[src/rtl/bus_pkg.sv]
// Shared types and constants for the byte-serial CPU bus responder.
package bus_pkg;
    typedef enum logic [1:0] {IDLE, ADDR, TURN, DATA} state_t;

    localparam int   BEATS    = 4;
    localparam int   BYTE_W   = 8;
    localparam logic RW_WRITE = 1'b1;

    function automatic logic [BYTE_W-1:0] get_byte(input logic [BEATS*BYTE_W-1:0] w, input int k);
        return BYTE_W'(w >> (k * BYTE_W));
    endfunction
endpackage

[src/rtl/bus_mem_responder_if.sv]
// Byte-serial CPU bus: initiator drives frames, responder returns read bytes.
interface bus_mem_responder_if;
    logic       bus_start;
    logic       bus_rw;
    logic [7:0] bus_addr;
    logic [7:0] bus_wdata;
    logic [7:0] bus_rdata;
    logic       bus_rdata_oe;

    modport master (output bus_start, bus_rw, bus_addr, bus_wdata,
                    input  bus_rdata, bus_rdata_oe);
    modport slave  (input  bus_start, bus_rw, bus_addr, bus_wdata,
                    output bus_rdata, bus_rdata_oe);
endinterface

[src/rtl/bus_beat_counter.sv]
// Phase down-counter: load a phase length, count to zero, flag the final cycle.
module bus_beat_counter #(
    parameter int W = 3
) (
    input  logic         clk,
    input  logic         rst,
    input  logic         load,
    input  logic [W-1:0] len,
    output logic [W-1:0] cnt,
    output logic         last
);
    always_ff @(posedge clk) begin
        if (rst)            cnt <= '0;
        else if (load)      cnt <= len - W'(1);
        else if (cnt != '0) cnt <= cnt - W'(1);
    end

    assign last = (cnt == '0);
endmodule

[src/rtl/bus_mem_responder.sv]
// Memory-side responder: turns byte-serial bus frames into single-cycle
// parallel memory requests and serialises read data back onto the bus.
module bus_mem_responder
    import bus_pkg::*;
#(
    parameter int GAP   = 2,
    parameter int BEATS = 4
) (
    input  logic                 clk,
    input  logic                 rst,
    bus_mem_responder_if.slave   bus,
    output logic [31:0]          mem_addr,
    output logic [31:0]          mem_wdata,
    output logic                 mem_we,
    output logic                 mem_re,
    input  logic [31:0]          mem_rdata,
    input  logic                 mem_rvalid,
    output logic                 busy,
    output logic                 frame_done,
    output logic                 err_late
);
    localparam int CNT_W = $clog2(((GAP > BEATS) ? GAP : BEATS) + 1);

    state_t           state, state_nx;
    logic [CNT_W-1:0] cnt, cnt_len;
    logic             cnt_load, last;
    logic             rw_q, got_q, rd_frame;
    logic [31:0]      rbuf;
    int               addr_k;

    bus_beat_counter #(.W(CNT_W)) u_cnt (
        .clk  (clk),
        .rst  (rst),
        .load (cnt_load),
        .len  (cnt_len),
        .cnt  (cnt),
        .last (last)
    );

    always_ff @(posedge clk) begin
        if (rst) state <= IDLE;
        else     state <= state_nx;
    end

    // A new frame start wins over every phase transition.
    always_comb begin
        state_nx = state;
        if (bus.bus_start) state_nx = ADDR;
        else begin
            case (state)
                ADDR:    if (last) state_nx = TURN;
                TURN:    if (last) state_nx = DATA;
                DATA:    if (last) state_nx = IDLE;
                default: state_nx = IDLE;
            endcase
        end
    end

    always_comb begin
        busy     = (state != IDLE);
        rd_frame = (rw_q != RW_WRITE);
        addr_k   = BEATS - 1 - int'(cnt);
        cnt_load = 1'b0;
        cnt_len  = '0;
        if (bus.bus_start) begin
            cnt_load = 1'b1;
            cnt_len  = CNT_W'(BEATS);
        end else if (last && state == ADDR) begin
            cnt_load = 1'b1;
            cnt_len  = CNT_W'(GAP);
        end else if (last && state == TURN) begin
            cnt_load = 1'b1;
            cnt_len  = CNT_W'(BEATS);
        end
    end

    always_ff @(posedge clk) begin
        if (rst) begin
            mem_addr         <= '0;
            mem_wdata        <= '0;
            mem_we           <= 1'b0;
            mem_re           <= 1'b0;
            frame_done       <= 1'b0;
            err_late         <= 1'b0;
            bus.bus_rdata    <= '0;
            bus.bus_rdata_oe <= 1'b0;
            rw_q             <= 1'b0;
            got_q            <= 1'b0;
            rbuf             <= '0;
        end else begin
            mem_we           <= 1'b0;
            mem_re           <= 1'b0;
            frame_done       <= 1'b0;
            bus.bus_rdata    <= '0;
            bus.bus_rdata_oe <= 1'b0;
            case (state)
                ADDR: begin
                    for (int i = 0; i < BEATS; i++) begin
                        if (i == addr_k) begin
                            mem_addr[i*BYTE_W +: BYTE_W]  <= bus.bus_addr;
                            mem_wdata[i*BYTE_W +: BYTE_W] <= bus.bus_wdata;
                        end
                    end
                    if (addr_k == 0) rw_q <= bus.bus_rw;
                    if (last && !bus.bus_start) begin
                        mem_we <= (rw_q == RW_WRITE);
                        mem_re <= (rw_q != RW_WRITE);
                    end
                end
                TURN: begin
                    if (rd_frame && mem_rvalid && !got_q) begin
                        rbuf  <= mem_rdata;
                        got_q <= 1'b1;
                    end
                    // Strobe in the final turnaround cycle bypasses rbuf for byte 0.
                    if (last && !bus.bus_start && rd_frame) begin
                        bus.bus_rdata_oe <= 1'b1;
                        if (got_q)           bus.bus_rdata <= get_byte(rbuf, 0);
                        else if (mem_rvalid) bus.bus_rdata <= mem_rdata[BYTE_W-1:0];
                        else                 err_late      <= 1'b1;
                    end
                end
                DATA: begin
                    if (last) frame_done <= 1'b1;
                    else if (!bus.bus_start && rd_frame) begin
                        bus.bus_rdata_oe <= 1'b1;
                        if (got_q) bus.bus_rdata <= get_byte(rbuf, BEATS - int'(cnt));
                    end
                end
                default: ;
            endcase
            if (bus.bus_start) got_q <= 1'b0;
        end
    end
endmodule

[src/flat_wrapper.sv]
// flat-port wrapper written by rule: the top's interface ports become plain ports
module bus_mem_responder_flat import bus_pkg::*;
#(
    parameter int GAP   = 2,
    parameter int BEATS = 4
)
  (clk, rst, mem_addr, mem_wdata, mem_we, mem_re, mem_rdata, mem_rvalid, busy, frame_done, err_late, bus_bus_start, bus_bus_rw, bus_bus_addr, bus_bus_wdata, bus_bus_rdata, bus_bus_rdata_oe);
  bus_mem_responder_if bus_i ();
  input  logic clk;
  input  logic rst;
  output logic [31:0] mem_addr;
  output logic [31:0] mem_wdata;
  output logic mem_we;
  output logic mem_re;
  input  logic [31:0] mem_rdata;
  input  logic mem_rvalid;
  output logic busy;
  output logic frame_done;
  output logic err_late;
  input wire logic [$bits(bus_i.bus_start)-1:0] bus_bus_start;
  input wire logic [$bits(bus_i.bus_rw)-1:0] bus_bus_rw;
  input wire logic [$bits(bus_i.bus_addr)-1:0] bus_bus_addr;
  input wire logic [$bits(bus_i.bus_wdata)-1:0] bus_bus_wdata;
  output wire logic [$bits(bus_i.bus_rdata)-1:0] bus_bus_rdata;
  output wire logic [$bits(bus_i.bus_rdata_oe)-1:0] bus_bus_rdata_oe;
  assign bus_i.bus_start = bus_bus_start;
  assign bus_i.bus_rw = bus_bus_rw;
  assign bus_i.bus_addr = bus_bus_addr;
  assign bus_i.bus_wdata = bus_bus_wdata;
  assign bus_bus_rdata = bus_i.bus_rdata;
  assign bus_bus_rdata_oe = bus_i.bus_rdata_oe;
  bus_mem_responder #(.GAP(GAP), .BEATS(BEATS)) u_core (.clk(clk), .rst(rst), .bus(bus_i), .mem_addr(mem_addr), .mem_wdata(mem_wdata), .mem_we(mem_we), .mem_re(mem_re), .mem_rdata(mem_rdata), .mem_rvalid(mem_rvalid), .busy(busy), .frame_done(frame_done), .err_late(err_late));
endmodule
[config.mk]
export PLATFORM = sky130hd
export DESIGN_NAME = bus_mem_responder_flat
export DESIGN_NICKNAME = d
export VERILOG_FILES = /design/src/rtl/bus_pkg.sv /design/src/rtl/bus_mem_responder_if.sv /design/src/rtl/bus_beat_counter.sv /design/src/rtl/bus_mem_responder.sv /design/src/flat_wrapper.sv
export SDC_FILE = /design/constraint.sdc
export NUM_CORES = 1
export LEC_CHECK = 0
export CORE_ASPECT_RATIO = 0.9
export CORE_MARGIN = 3
export CORE_UTILIZATION = 45
export DETAILED_ROUTE_END_ITERATION = 7
export GPL_TIMING_DRIVEN = 0
export PLACE_DENSITY = 0.76
export SYNTH_ARGS = -nofsm -noshare
export SYNTH_HDL_FRONTEND = slang
export SYNTH_HIERARCHICAL = 1
export SYNTH_SLANG_ARGS = --single-unit
[constraint.sdc]
create_clock -name clk -period 6.3 [get_ports clk]
set_clock_uncertainty 0.1 [all_clocks]
set_input_delay 1.26 -clock clk [delete_from_list [all_inputs] [get_ports clk]]
set_output_delay 1.26 -clock clk [all_outputs]
set_load 0.01 [all_outputs]
==> results by group <==
Timing
  • F_max: 0.329 GHz
  • Fin crit share: 48.3%
  • Total negative slack: 0 ps
  • WHS: 354 ps
  • Max-Slew Margin vs Limit: 63.3%
  • Post-layout min period: 3040 ps
  • Final Setup Violations: 0
  • Worst slew pin tran: 551 ps
  • Slew Limit Fails: 0
  • RSZ-0062 raised after global routing: no
  • Final Hold Vio Count: 0

Floorplan
  • Core ar.: 9830 um^2
  • Die height: 102 um
  • # IOs: 131
  • Core Rows: 34
  • Die ar.: 11,500 um^2
  • Starting density of the core: 47.0%
  • Die width: 113 um

Setup path
  • Setup crit end kind: output pin
  • CP max stage cell: clkdlybuf4s50_1
  • Startpoint Class: flop
  • R2r worst-path depth: 9
  • CP max stage delay: 540 ps
  • Crit path arrival time: 1680 ps
  • CP Cell Sequence: inv_1 > ha_1 > inv_1 > clkdlybuf4s50_1
  • Critical path type: flop to output pin
  • Worst path required time: 4940 ps
  • Critical Path Most Common Cell: inv_1
  • CP max FO: 4

Routing
  • Initial DRC count: 253
  • WL/cell: 16.2 um
  • Vias post-DR: 4,473
  • Post-route ant nets: 0
  • First-pass detailed-route iteration total: 5
  • Drt drc: 0
  • Detailed Route WL: 13,600 um
  • Vias per Instance: 5.31

Power
  • Pwr Density: 316 nW/um^2
  • Peak VDD IR: 0.000227 V
  • Leakage power: 0.00242 uW

Logic synthesis
  • Synth top area share: 50.2%
  • Synth Cell Area: 4620 um^2
  • Synthesized-area fraction occupied by adder cells: 2.71%
  • Yosys reg bits: 116
  • Cell taking the most area after synthesis: dfxtp_1
  • Top post-synthesis cells by count: nand2_1, dfxtp_1, a21oi_1
  • Avg Cell Area, Syn: 8.32 um^2
  • Post-Syn Nets: 619
  • Synth async-reset ratio: 0%
  • Post-Synthesis Cells: 556
  • Synth area leaders: dfxtp_1, nand2_1, a21oi_1
  • Ys Warns: 6
  • Post-synth top flop: dfxtp_1
  • Post-synthesis xor/xnor area fraction: 0.189%
  • Complex-gate fraction of the synthesized area: 14.5%
  • Sequential share of the synthesized area: 50.2%
  • Post-synth EDFFs: 0
  • Post-synth cell types: 39
  • Multiplexer share of the synthesized area: 4.55%
  • Simple-gate share of the synthesized area: 22.0%
  • Top-count cell post-synth: nand2_1
  • Largest family of logic cells by synthesized area: simple AND/OR/NAND/NOR gates

CTS
  • CTS Buf Count: 17
  • CTS tree: built
  • Maximum root-to-sink buffer count: 2
  • Post-CTS setup buffer count: 0
  • Cts repair resizes: 0
  • CTS Sinks: 116
  • Clock Latency Late Sink: 400 ps
  • CTS clk-pin slew, worst paths: 50 ps
  • CTS Hold Bufs: 0
  • Depth of the CTS H-tree: 4
  • CTS root buf: clkbuf_16

Place
  • Port bufs: 129
  • Post-DP HPWL: 9590 um
  • Routability congestion estimate from global placement: 0.863

Hold path
  • Worst hold stages: 2
  • Worst min-delay path category: flop to flop

Global route
  • First-pass GRT wire length: 21,200 um
  • Grt ovf: 0
  • Vias in the first global route: 4,301
  • All-Layer GR Usage: 23.4%
  • Initial antenna violation count: 0
  • Largest net degree at the start of global routing: 17

Finish
  • Layout cells sized above 1: 9.92%
  • Nets: 767
  • Area of the multi-input gates: 2030 um^2
  • Register area: 2320 um^2
  • Fill count: 779
  • Inserted Diodes: 0
  • P&R area growth vs syn: 46.3%

Job
  • # Max-Cap Violations: 0

Outcome
  • Outcome: finished, final reports clean
## metrics by stage
step                      instances  util, %  cell area, um^2  power [uW]  worst slack (ps)
after global routing            842     68.8             6760        2200              3200
after detailed placement        811     61.8             6070        1030              3210
after CTS                       842     68.8             6760        2140              3240
after global placement          811     61.8             6070        1020              3280
final                           842     68.8             6760        2140              3260
after floorplan                 556        -             4620         918              3820
## logic make-up after synthesis
group | count (synthesis)
muxes | 11
adders and majority gates | 10
buffers and inverters | 56
and+or+nand+nor | 235
AOI/OAI and AO/OA | 126
xor gates and xnor gates | 1
other | 1
DFF | 116
## worst max-delay path, delay by kind of cell (launching register included)
family,cells,cell delay [ps]
buffers and inverters,3,700
flip-flops,1,390
adder cells (fa/ha/maj),1,200
## placed cells by master (no fill, tap or decap), drive strengths merged
cell / synthesis / layout
nand2: 199 / 199
clkdlybuf4s50: 0 / 129
dfxtp: 116 / 116
a21oi: 107 / 107
clkbuf: 13 / 36
buf: 28 / 28
inv: 14 / 14
and3b: 11 / 11
ha: 10 / 10
o22ai: 9 / 9
mux4: 8 / 8
bufinv: 0 / 6
nor2: 6 / 6
o21ai: 4 / 4
nor3: 4 / 4
nand3b: 3 / 3
mux2i: 3 / 3
clkinv: 1 / 3
nand2b: 2 / 2
o21a: 2 / 2
nor4: 2 / 2
and4bb: 1 / 1
nand4bb: 1 / 1
and4b: 1 / 1
nand3: 1 / 1
or4: 1 / 1
a2bb2oi: 1 / 1
o21ba: 1 / 1
a21boi: 1 / 1
and2: 1 / 1
and4: 1 / 1
a41oi: 1 / 1
conb: 1 / 1
nor3b: 1 / 1
xnor2: 1 / 1
## power by group
group | switching [uW] | internal (uW)
clock network | 325 | 793
logic | 122 | 115
registers | 21.3 | 760
## flip-flops by register name, summed over array words and instances (netlist names)
register                 flops
u_core/mem_addr             32
u_core/mem_wdata            32
u_core/rbuf                 32
u_core/bus.bus_rdata         8
u_core/u_cnt/cnt             3
u_core/state                 2
u_core/bus.bus_rdata_oe      1
u_core/err_late              1
u_core/frame_done            1
u_core/got_q                 1
u_core/mem_re                1
u_core/mem_we                1
u_core/rw_q                  1
## area by class of cell
class                      instances  area share, %
buffer                            41           3.13
clock buffer                      23           7.36
clock inverter                     8           2.87
inverter                          15          0.832
multi-input combinational        384           30.1
sequential                       116           34.3
tap                              126           2.33
timing repair buffer             129           19.1
## routing by layer
metal	part of all wire (%)	vias to the layer above	track usage (%)
met5	0	-	0
met4	1.3	0	6.75
met3	7.6	17	5.98
met2	50	204	40.8
met1	42	2118	28.9
li1	-	2134	-
## final timing paths
check,slack (ps),startpoint,endpoint
worst min-delay path,350,u_core/rbuf[24],u_core/rbuf[24]
worst max-delay path,3260,u_core/state[0],busy
worst max register to register,3770,u_core/u_cnt/cnt[2],u_core/u_cnt/cnt[2]
worst min register to register,350,u_core/rbuf[24],u_core/rbuf[24]
(Power assumes the default switching activity.)
